<file path="src/rtl/shift_arb_pkg.sv">
// shift_arb_pkg: shared direction codes and request record for the shift arbiter
package shift_arb_pkg;

   localparam logic SHIFT_LEFT  = 1'b0;
   localparam logic SHIFT_RIGHT = 1'b1;

   typedef struct packed {
      logic [7:0] data;
      logic [2:0] amt;
      logic       op;
   } shift_req_t;

endpackage

</file>
<file path="src/rtl/shifter_8b.sv">
// shifter_8b: combinational 8-bit logical shifter, left or right by 0..7
module shifter_8b
   import shift_arb_pkg::*;
(
   input  logic [7:0] in_,
   input  logic [2:0] amt,
   input  logic       op,
   output logic [7:0] out
);

   // zero-filled shift in the requested direction, truncated to 8 bits
   always_comb out = (op == SHIFT_RIGHT) ? (in_ >> amt) : (in_ << amt);

endmodule

</file>
<file path="src/rtl/shift_arbiter.sv">
// shift_arbiter: round-robin arbiter sharing one 8-bit shifter among NREQ requesters
module shift_arbiter
   import shift_arb_pkg::*;
#(
   parameter int NREQ = 4,
   parameter int IDW  = $clog2(NREQ)
) (
   input  logic                clk,
   input  logic                reset_n,
   input  logic [NREQ-1:0]     req_val,
   output logic [NREQ-1:0]     req_rdy,
   input  logic [NREQ*8-1:0]   req_in,
   input  logic [NREQ*3-1:0]   req_amt,
   input  logic [NREQ-1:0]     req_op,
   output logic                resp_val,
   input  logic                resp_rdy,
   output logic [7:0]          resp_out,
   output logic [IDW-1:0]      resp_id
);

   localparam int SW = IDW + 1;

   logic [IDW-1:0]    ptr;
   logic [IDW-1:0]    win;
   logic [IDW-1:0]    nxt;
   logic [2*NREQ-1:0] dbl;
   logic [SW-1:0]     idx;
   logic              found;
   logic              can_accept;
   logic              grant;
   shift_req_t        sel;
   logic [7:0]        shifted;

   // scan the doubled request vector from ptr so wrap-around needs no modulo on the index
   always_comb begin
      dbl   = {req_val, req_val};
      found = 1'b0;
      win   = '0;
      idx   = '0;
      for (int k = 0; k < NREQ; k++) begin
         idx = SW'(ptr) + SW'(k);
         if (!found && dbl[idx]) begin
            found = 1'b1;
            win   = IDW'(idx >= SW'(NREQ) ? idx - SW'(NREQ) : idx);
         end
      end
   end

   assign can_accept = !resp_val || resp_rdy;
   assign grant      = reset_n && can_accept && found;
   assign nxt        = (win == IDW'(NREQ - 1)) ? '0 : win + 1'b1;

   // one-hot accept to the winner only when the buffer can take a result
   always_comb req_rdy = grant ? (NREQ'(1) << win) : '0;

   // winner mux: only the granted requester's fields reach the shared shifter
   always_comb begin
      sel = '0;
      for (int i = 0; i < NREQ; i++) begin
         if (win == IDW'(i)) begin
            sel.data = req_in[8*i +: 8];
            sel.amt  = req_amt[3*i +: 3];
            sel.op   = req_op[i];
         end
      end
   end

   shifter_8b u_shift (
      .in_ (sel.data),
      .amt (sel.amt),
      .op  (sel.op),
      .out (shifted)
   );

   // single-entry output buffer: load on grant, clear valid on a bare drain, otherwise hold
   always_ff @(posedge clk or negedge reset_n) begin
      if (!reset_n) begin
         resp_val <= 1'b0;
         resp_out <= 8'h00;
         resp_id  <= '0;
         ptr      <= '0;
      end else if (grant) begin
         resp_val <= 1'b1;
         resp_out <= shifted;
         resp_id  <= win;
         ptr      <= nxt;
      end else if (resp_rdy) begin
         resp_val <= 1'b0;
      end
   end

endmodule

</file>
<file path="config.mk">
export PLATFORM = sky130hd
export DESIGN_NAME = shift_arbiter
export DESIGN_NICKNAME = d
export VERILOG_FILES = /design/src/rtl/shift_arb_pkg.sv /design/src/rtl/shifter_8b.sv /design/src/rtl/shift_arbiter.sv
export SDC_FILE = /design/constraint.sdc
export NUM_CORES = 1
export LEC_CHECK = 0
export ABC_AREA = 0
export CAP_MARGIN = 10
export CORE_MARGIN = 2
export CORE_UTILIZATION = 35
export DETAILED_ROUTE_END_ITERATION = 7
export GPL_ROUTABILITY_DRIVEN = 1
export PLACE_DENSITY_LB_ADDON = 0.1
export REMOVE_ABC_BUFFERS = 1
export SLEW_MARGIN = 20
export SYNTH_ARGS = -nofsm -noshare
export SYNTH_HDL_FRONTEND = slang
export SYNTH_SLANG_ARGS = --single-unit
</file>
<file path="constraint.sdc">
create_clock -name clk -period 10 [get_ports clk]
set_clock_uncertainty 0.2 [all_clocks]
set_input_delay 1.5 -clock clk [delete_from_list [all_inputs] [get_ports clk]]
set_output_delay 1.5 -clock clk [all_outputs]
set_load 0.02 [all_outputs]
</file>
# Yosys cells after proc, flatten, opt, wreduce, memory -nomap -nowiden
# Cells that the tools add are included.
[word_totals] reg_bits=13 latch_bits=0 ram_bits=0 mem_bits_ro=0 out_inout_bits=15 memories=0
[op_classes] addsub=8 mul=0 div=0 order_cmp=8 n_eq_ne=3 n_shift=3 mux=29 bitwise_logic=0 n_reduce_logical=12
[op_table] cell="$mux W12" count=4
[op_table] cell="$mux W2" count=9
[op_table] cell="$lt A3 B4 Y1 const B" count=3
[op_table] cell="$mux W1" count=10
[op_table] cell="$bmux W1 S3" count=3
[op_table] cell="$ge A3 B3 Y1 const B" count=3
[op_table] cell="$mux W8" count=1
[op_table] cell="$shl A8 B3 Y8" count=1
[op_table] cell="$shr A8 B3 Y8" count=1
[op_table] cell="$sub A2 B1 Y2 const B" count=4
[op_table] cell="$add A2 B2 Y3 const B" count=2
[op_table] cell="$logic_and A1 B1 Y1" count=5
[op_table] cell="$eq A2 B2 Y1 const B" count=2
[op_table] cell="$logic_not A1 Y1" count=4
[op_table] cell="$lt A2 B4 Y1 const B" count=1
[op_table] cell="$mux W4" count=1
[op_table] cell="$shl A1 B2 Y4 const A" count=1
[op_table] cell="$add A2 B1 Y3 const B" count=1
[op_table] cell="$ge A2 B3 Y1 const B" count=1
[op_table] cell="$add A2 B1 Y2 const B" count=1
[op_table] cell="$bmux W1 S2" count=1
[op_table] cell="$eq A2 B1 Y1 const B" count=1
[op_table] cell="$logic_not A2 Y1" count=1
[op_table] cell="$reduce_bool A2 Y1" count=1
[op_table] cell="$logic_or A1 B1 Y1" count=1

# Logic depth before layout (Yosys ltp)
# Gate-level depths: netlist of the first run.
[logic_depth] word_depth=19 depth_mapped=18

# Hierarchy
# From an unflattened synthesis of the first run, not the netlist that was laid out.
[hier_totals] hier_cells=189 hier_area_um2=1576.5
[modules_own_cells] mod="shift_arbiter" n_inst=1 cells_each=116 area_per_inst_um2=1016.0 seq_area_each_um2=325.3
[modules_own_cells] mod="shifter_8b" n_inst=1 cells_each=73 area_per_inst_um2=560.5 seq_area_each_um2=0.0

# Worst setup path before layout of the first run
# No wires, ideal clock.
[synth_path] path_kind="input to output" startpoint="input req_val[0]" endpoint="output req_rdy[3]" arrival_ns=2.965 required_time_ns=8.300 slack_ns=5.335 path_stages=10 path_cell_list="inv_1 > nor2_1 > a21oi_1 > nor2_1 > a221oi_1 > and2_1 > ha_1 > inv_1 > clkbuf_1 > nor2_1"
[synth_between] elab_chain_len=14 word_cells_on_any_way=25
[synth_lines] element="from (decl)" line="shift_arbiter.sv:10" source="input logic [NREQ-1:0] req_val,"
[synth_lines] element="$bmux W1 S2" line="shift_arbiter.sv:42" source="if (!found && dbl[idx]) begin"
[synth_lines] element="$mux W1 (implied by the code)" line="shift_arbiter.sv:42"
[synth_lines] element="$mux W1" line="shift_arbiter.sv:42"
[synth_lines] element="$logic_not A1 Y1" line="shift_arbiter.sv:42"
[synth_lines] element="$logic_and A1 B1 Y1" line="shift_arbiter.sv:42"
[synth_lines] element="$mux W1" line="shift_arbiter.sv:42"
[synth_lines] element="$logic_not A1 Y1" line="shift_arbiter.sv:42"
[synth_lines] element="$logic_and A1 B1 Y1" line="shift_arbiter.sv:42"
[synth_lines] element="$mux W1" line="shift_arbiter.sv:42"
[synth_lines] element="$logic_not A1 Y1" line="shift_arbiter.sv:42"
[synth_lines] element="$logic_and A1 B1 Y1" line="shift_arbiter.sv:42"
[synth_lines] element="$mux W2 *" line="shift_arbiter.sv:42"
[synth_lines] element="named net win[0]" line="shift_arbiter.sv:24" source="logic [IDW-1:0] win;"
[synth_lines] element="$shl A1 B2 Y4 *" line="shift_arbiter.sv:54" source="always_comb req_rdy = grant ? (NREQ'(1) << win) : '0;"
[synth_lines] element="$mux W4 *" line="shift_arbiter.sv:54"
[synth_lines] element="to (decl)" line="shift_arbiter.sv:11" source="output logic [NREQ-1:0] req_rdy,"
# The timed path passes the listed nets; every way through them passes the cells marked *. The select of a mux whose other input is x is not followed.

# Worst setup path in the final report of the first run
[layout_path] startpoint="input req_val[1]" endpoint="output req_rdy[3]"
# The elaborated chain is that of the path after synthesis.

==> results.md, run 1 <==
* Max H-tree Level at 1
* Half-perimeter wire length after detailed placement at 3.404 mm
* Origin of the worst min-delay path: resp_id[0]
* Clock insertion delay at the later pin of the skew report at between 0.2 and 0.25 ns
* Resized Gates After CTS at 0
* Time the worst path needs with I/O delays and setup at between 5 and 6 ns
* Clock Tree Root: sky130_fd_sc_hd__clkbuf_8
* Via Count at ~1600
* Number of cell rows at 23
* Count of port buffers added during placement at 69
* Clock sinks at 13
* Final worst path period share at 0.5682
* Seq/Total Area, Yosys at 0.2277
* Hold Violations, Final at 0
* Warning count from the yosys run at 0
* Leakage component of the power at around 0.00088 uW
* Number of placed cells counting well taps at roughly 290
* Internal power summed over all cells at 319.9 uW
* Maximum number of pins on one net before global-route repair at 19
* Number of antenna repair diodes at 0
* Type of the worst min-delay path: register to register
* Setup total negative slack at 0 ns
* Drt pass-1 iters at 4
* Most frequent standard cell in the layout excluding fill and tap cells: sky130_fd_sc_hd__clkdlybuf4s50_1
* Post-synth EDFFs at 0
* Fraction of layout cells with a size suffix above 1 at 0.04065
* Run status: completed
* Routed WL at around 4.2 mm
* Number of failing setup endpoints in the final timing report at 0
* Remaining max-slew budget at the tightest pin at 0.3740
* Global Route met1 Usage at 0.2746
* RSZ-0062 raised after global routing: no
* Max-slew violation total from the final report at 0
* Maximum operating frequency at roughly 0.18 GHz
* Kind of start point of the critical path: input port
* Final setup margin at around 4.3 ns
* Leading cell types in the layout, fill and taps excluded: sky130_fd_sc_hd__clkdlybuf4s50_1, sky130_fd_sc_hd__nor2_1, sky130_fd_sc_hd__mux2i_1
* Gpl congestion at approximately 0.9
* Transition at the pin with the smallest max-transition slack at slightly above 0.9 ns
* Clock group share of total power at 0.070
* Hold-fix buffers, CTS at 0
* Sequence of cells on the critical path: clkdlybuf4s50_1 -> inv_1 -> a21oi_1 -> nor2_1 -> a221oi_1 -> and2_1 -> ha_1 -> inv_1 -> nor2_1 -> clkdlybuf4s50_1
* Post-detailed-route count of antenna-violating nets at 0
* Sum of buffers and inverters on the critical path at 4
* Post-CTS Setup Inserts at 0
* Number of buffers between clock root and the deepest sink at 2
* Initial antenna violation count at 0
* Vias per cell at between 5 and 6
* Critical path start-end classification: input port to output port
* Combined global-route utilization of all metal layers at 0.1977
* Leading register cell type out of synthesis: sky130_fd_sc_hd__dfrtp_1
* Cell variety after synth at 37
* Detail-routed net length per standard cell at about 14 um
* Power density normalized to cell area at ~300 nW/um2
* GR Util met3 at 0.02467
* DRC marker count from the first detailed-route iteration at ~120
* Post-synth design cell area at 1429 um2
* Worst-case vdd ir drop at around 0.17 mV
* Most congested layer reported by global routing: met2
* Met2 track utilization from global routing at 0.3272
* Chip Width at a little under 70 um
* Core Footprint at 3971 um2
* Relative contribution of sequential cells to total power at 0.134
* Delay contributed by the slowest stage of the critical path at 0.64 ns
* Post-Place Worst Slack at between 4 and 5 ns
* CTS tree: done
* Number of DRC violations after detailed routing at 0
* Number of maximum-capacitance constraint violations at 0
* Critical Path Source: req_val[1]
* Number of global-route vias before repair at approximately 1600
* Number of standard cells in the final layout excluding fillers at ~300
* Beginning of the worst register-to-register path: ptr[0]
* Required time reported for the critical path endpoint at around 8.3 ns
* Number of primary I/O pins at 70
* Fin nets at around 310
* Clock-pin slew of the registers on the worst-case setup and hold paths at approximately 0.050 ns
* Starting utilization of the core area at 0.3598
* Register bit count reported by yosys at 13
* Type of element capturing the critical path: output port
* Switching Share at 0.5042
* Largest fanout on the critical path at 11
* First-pass GRT wire length at between 7 and 8 mm
* Post-synthesis cell count at 186
* Worst-path cell with the longest stage delay: sky130_fd_sc_hd__clkdlybuf4s50_1
* Avg Cell Area, Syn at about 7.7 um2
* Sum of overflow across all layers after global routing at 0
* Kind of cell adding the most delay to the critical path: buffers and inverters
* Synth-to-layout area growth at 51.75%
* Combinational fraction of design power at 0.796
* Switching power of the nets at between 300 and 400 uW
* Share of synthesized flip-flops with an asynchronous set or reset at 1.000
* Num CTS Buffers at 3
* Critical path arrival at between 3 and 4 ns
* Vertical die dimension at 67.90 um
* Full die area at 4610 um2
## Yosys cell counts, types with 2 or more instances
library cell,number,area (um2)
sky130_fd_sc_hd__a21oi_1,5,25.02
sky130_fd_sc_hd__a221o_1,2,20.02
sky130_fd_sc_hd__a221oi_1,11,96.34
sky130_fd_sc_hd__a22o_1,2,17.52
sky130_fd_sc_hd__a311oi_1,2,17.52
sky130_fd_sc_hd__a31oi_1,2,12.51
sky130_fd_sc_hd__and2_1,4,25.02
sky130_fd_sc_hd__buf_2,5,25.02
sky130_fd_sc_hd__clkbuf_1,8,30.03
sky130_fd_sc_hd__dfrtp_1,13,325.3
sky130_fd_sc_hd__ha_1,4,50.05
sky130_fd_sc_hd__inv_1,6,22.52
sky130_fd_sc_hd__mux2i_1,20,200.2
sky130_fd_sc_hd__nand2_1,19,71.32
sky130_fd_sc_hd__nand2b_1,4,25.02
sky130_fd_sc_hd__nand3_1,7,35.03
sky130_fd_sc_hd__nand4_1,4,25.02
sky130_fd_sc_hd__nor2_1,23,86.33
sky130_fd_sc_hd__nor2b_1,2,12.51
sky130_fd_sc_hd__nor3_1,6,30.03
sky130_fd_sc_hd__o21ai_0,7,35.03
sky130_fd_sc_hd__o221a_2,3,33.78
sky130_fd_sc_hd__o22ai_1,12,75.07
sky130_fd_sc_hd__or2b_1,2,15.01
## state kept, by name, indices dropped and copies added (netlist names)
register,count
resp_val,1
ptr,2
resp_id,2
resp_out,8
## power groups by stage
stage	sequential (uW)	combinational, uW	clock [uW]
floorplan	106	345	0
global placement	87.2	513	0
detailed placement	87.6	512	0
CTS	86.8	513	46.8
global route	89.9	568	49.1
finish	86.4	514	45.0
## per-layer routing
metal  share of wire  wire (um)  up-vias
li1                -          -      822
met1            0.48       1979      715
met2            0.46       1923       69
met3           0.059        247        2
met4          0.0034         14        0
met5               0          0        -
## per-stage QoR
step	area (um2)	utilization	power [uW]	hold WS, ns
floorplan	1363	-	450.9	0.3125
global placement	2123	0.5347	600.4	0.2621
detailed placement	2123	0.5347	599.8	0.2652
CTS	2168	0.5460	646.2	0.2784
global route	2168	0.5460	707.4	0.3290
finish	2168	0.5460	645.2	0.2740
## cell type report
class,instances,area (um2)
sequential,13,325.3
multi-input combinational,153,1015
clock buffer,4,45.04
inverter,6,22.52
fill,398,1803
timing repair buffer,70,698.2
tap,50,62.56
## cell families (layout without fill, tap and decap cells)
group / after synthesis / in the layout / synth area share
buf+inv: 20 / 80 / 0.06217
fa+ha+maj: 4 / 4 / 0.03503
mux: 21 / 21 / 0.1480
simple gates: 76 / 76 / 0.2557
compound gates: 52 / 52 / 0.2715
flops: 13 / 13 / 0.2277
## worst register-to-register path, delay by kind of cell (launching register included)
family                   cells  cell delay, ns
multiplexers                 2            0.60
adder cells (fa/ha/maj)      1            0.36
AO/OA/AOI/OAI                6            1.25
AND/OR/NAND/NOR              4            1.08
flip-flops                   1            0.42
## final timing paths
kind | endpoint | cells after the start | slack [ns]
worst max register to register | resp_out[0] | 13 | 5.95
worst max-delay path | req_rdy[3] | 10 | 4.32
max in group asynchronous | resp_out[2] | 1 | 7.73
min in group asynchronous | resp_id[1] | 1 | 1.46
worst min-delay path | resp_id[0] | 2 | 0.27
worst min register to register | resp_id[0] | 2 | 0.27
Power figures use the tool's default switching activity.
==> run 2: changes to the inputs <==
==> constraint.sdc (replaced) <==
create_clock -name clk -period 5.2 [get_ports clk]
set_clock_uncertainty 0.2 [all_clocks]
set_input_delay 0.78 -clock clk [delete_from_list [all_inputs] [get_ports clk]]
set_output_delay 0.78 -clock clk [all_outputs]
set_load 0.02 [all_outputs]
==> run 2 against run 1 <==
Against the previous run: setup slack worse by 3.6 ns; global-route usage is 0.52 points higher; total power is 97% higher; sequential power is 92% higher.
==> results.md, run 2 (synthesized netlist as in run 1, its figures left out) <==
* Run status: completed
* Final worst path period share at 0.8635
* Largest fanout on the critical path at 18 (+7)
* Combined area of the multi-input logic cells at 1015 um2 (unchanged)
* CTS tree: done
* Delay contributed by the slowest stage of the critical path at 0.63 ns (about the same)
* Number of buffers between clock root and the deepest sink at 2 (unchanged)
* Number of cell rows at 23 (unchanged)
* Number of failing setup endpoints in the final timing report at 0 (unchanged)
* Origin of the worst min-delay path: resp_id[0]
* Max FFs per register at 8 (unchanged)
* Vertical die dimension at 67.90 um (unchanged)
* Number of antenna repair diodes at 0 (unchanged)
* RSZ-0062 raised after global routing: no
* Number of primary I/O pins at 70 (unchanged)
* Sequence of cells on the critical path: clkdlybuf4s50_1 -> inv_1 -> nor2_1 -> a21oi_1 -> nor2_1 -> a221oi_1 -> and2_1 -> inv_1 -> ha_1 -> nor2b_1 -> a221o_1 -> o221a_2 -> mux2i_1 -> mux2i_1 -> a311oi_1 -> o21ai_0
* Register with the most flip-flops: resp_out
* Clock Tree Root: sky130_fd_sc_hd__clkbuf_8
* Initial antenna violation count at 0 (unchanged)
* Maximum number of pins on one net before global-route repair at 19 (unchanged)
* Kind of start point of the critical path: input port
* Endpoint of the worst register-to-register path: resp_out[0]
* Chip Width at 67.90 um (unchanged)
* Kind of cell adding the most delay to the critical path: compound AO/OA/AOI/OAI gates
* Detail-routed net length per standard cell at 14.29 um (+1.5%)
* Number of DRC violations after detailed routing at 0 (unchanged)
* Hold-fix buffers, CTS at 0 (unchanged)
* Via Count at 1634 (+1.6%)
* Max H-tree Level at 1 (unchanged)
* Sum of buffers and inverters on the critical path at 3 (-1)
* Half-perimeter wire length after detailed placement at 3.510 mm (+3.1%)
* Resized Gates After CTS at 0 (unchanged)
* Sum of internal, switching and leakage power at 1273 uW (+97%)
* Fraction of layout cells with a size suffix above 1 at 0.05976 (+0.01911)
* Number of global-route vias before repair at 1603 (-0.87%)
* Most frequent standard cell in the layout excluding fill and tap cells: sky130_fd_sc_hd__clkdlybuf4s50_1
* Vias per cell at 5.429 (about the same)
* Leading cell types in the layout, fill and taps excluded: sky130_fd_sc_hd__clkdlybuf4s50_1, sky130_fd_sc_hd__nor2_1, sky130_fd_sc_hd__mux2i_1
* Worst-path cell with the longest stage delay: sky130_fd_sc_hd__nor2b_1
* Post-CTS Setup Inserts at 0 (unchanged)
* Maximum operating frequency at 0.2227 GHz
* Combined global-route utilization of all metal layers at 0.2029 (+0.005171)
* Count of port buffers added during placement at 69 (unchanged)
* Leakage component of the power at 0.0009048 uW (+2.8%)
* DRC marker count from the first detailed-route iteration at 97 (-17%)
* Starting utilization of the core area at 0.3598 (unchanged)
* Clock sinks at 13 (unchanged)
* Required time reported for the critical path endpoint at 5.12 ns (-3.18 ns)
* Register Area at 325.3 um2 (unchanged)
* Layout fillers at 384 (-3.5%)
* Worst Hold Path EP: resp_id[0]
* Setup total negative slack at 0 ns (unchanged)
* Synth-to-layout area growth at 54.38%
* Type of element capturing the critical path: register
* Full die area at 4610 um2 (unchanged)
* FF-to-FF setup slack at 1.33 ns (-4.62 ns)
* Time the worst path needs with I/O delays and setup at between 4 and 5 ns
* Final core utilization at 0.5555 (+0.009452)
* Post-detailed-route count of antenna-violating nets at 0 (unchanged)
* Clock-pin slew of the registers on the worst-case setup and hold paths at 0.06 ns (about the same)
* Number of maximum-capacitance constraint violations at 0 (unchanged)
* Gpl congestion at 0.9788 (+8.3%)
* Fin nets at 311 (+1.6%)
* Critical path start-end classification: input port to register
* Routed WL at 4.301 mm (+3.3%)
* Largest registers ranked by flip-flop count: resp_out: 8 flops, ptr: 2 flops, resp_id: 2 flops
* Num CTS Buffers at 3 (unchanged)
* Worst-case vdd ir drop at 0.2447 mV (+47%)
* Sum of overflow across all layers after global routing at 0 (unchanged)
* Drt pass-1 iters at 4 (unchanged)
* R2R cell count at 14 (+1)
* Beginning of the worst register-to-register path: ptr[0]
* Remaining max-slew budget at the tightest pin at 0.4805 (+0.1065)
* Worst hold margin at 0.2862 ns (+0.01219 ns)
* Max-slew violation total from the final report at 0 (unchanged)
* Critical path arrival at 4.41 ns (+0.43 ns)
* Clock insertion delay at the later pin of the skew report at 0.24 ns (about the same)
* First-pass GRT wire length at 7.238 mm (+1.3%)
* Core Footprint at 3971 um2 (unchanged)
* Worst hold path depth at 2 (unchanged)
* Power density normalized to cell area at 577.1 nW/um2 (+94%)
* Type of the worst min-delay path: register to register
* Transition at the pin with the smallest max-transition slack at 0.7776 ns (-0.1579 ns)
* Hold Violations, Final at 0 (unchanged)
-- run 2: layer usage --
metal	global-route usage	up-vias	wire length, um
li1	-	832	-
met1	0.2713	721	2005
met4	0.05500	0	49
met3	0.03618	4	346
met2	0.3358	77	1899
met5	0	-	0
-- run 2: worst register-to-register path, stage by stage, from the launching register on --
cell and delay (ns):
sky130_fd_sc_hd__dfrtp_1 0.42, sky130_fd_sc_hd__nor2_1 0.16, sky130_fd_sc_hd__a21oi_1 0.06, sky130_fd_sc_hd__nor2_1 0.08
sky130_fd_sc_hd__a221oi_1 0.06, sky130_fd_sc_hd__and2_1 0.18, sky130_fd_sc_hd__inv_1 0.09, sky130_fd_sc_hd__ha_1 0.15
sky130_fd_sc_hd__nor2b_1 0.63, sky130_fd_sc_hd__a221o_1 0.25, sky130_fd_sc_hd__o221a_2 0.46, sky130_fd_sc_hd__mux2i_1 0.47
sky130_fd_sc_hd__mux2i_1 0.13, sky130_fd_sc_hd__a311oi_1 0.29, sky130_fd_sc_hd__o21ai_0 0.11
-- run 2: power breakdown --
group / switching, uW / total, uW / internal, uW
logic: 578 / 1020 / 439
registers: 25.1 / 166 / 141
clock network: 36.2 / 90.3 / 54.1
-- run 2: how the worst max path moves through the flow --
stage,start,end,slack [ns],cells past startpoint
2_1_floorplan,req_val[0],resp_out[6],1.06,14
3_3_place_gp,req_val[0],resp_out[0],0.55,16
3_5_place_dp,req_val[0],resp_out[0],0.46,16
4_1_cts,req_val[0],resp_out[0],0.74,16
5_1_grt,req_val[0],resp_out[0],0.38,16
6_report,req_val[0],resp_out[0],0.71,16
-- run 2: per-stage QoR --
step	std cells	worst slack, ns	area, um2
after global placement	297	0.5456	2161
after detailed placement	297	0.4595	2161
after global routing	301	0.3801	2206
after floorplan	172	1.061	1363
final	301	0.7096	2206
after CTS	301	0.7432	2206
-- run 2: area by class of cell --
cell class,instances,area share
Clock buffer,4,0.02042
Inverter,6,0.01021
Multi-Input combinational cell,153,0.4600
Sequential cell,13,0.1475
Tap cell,50,0.02836
Timing Repair Buffer,75,0.3335
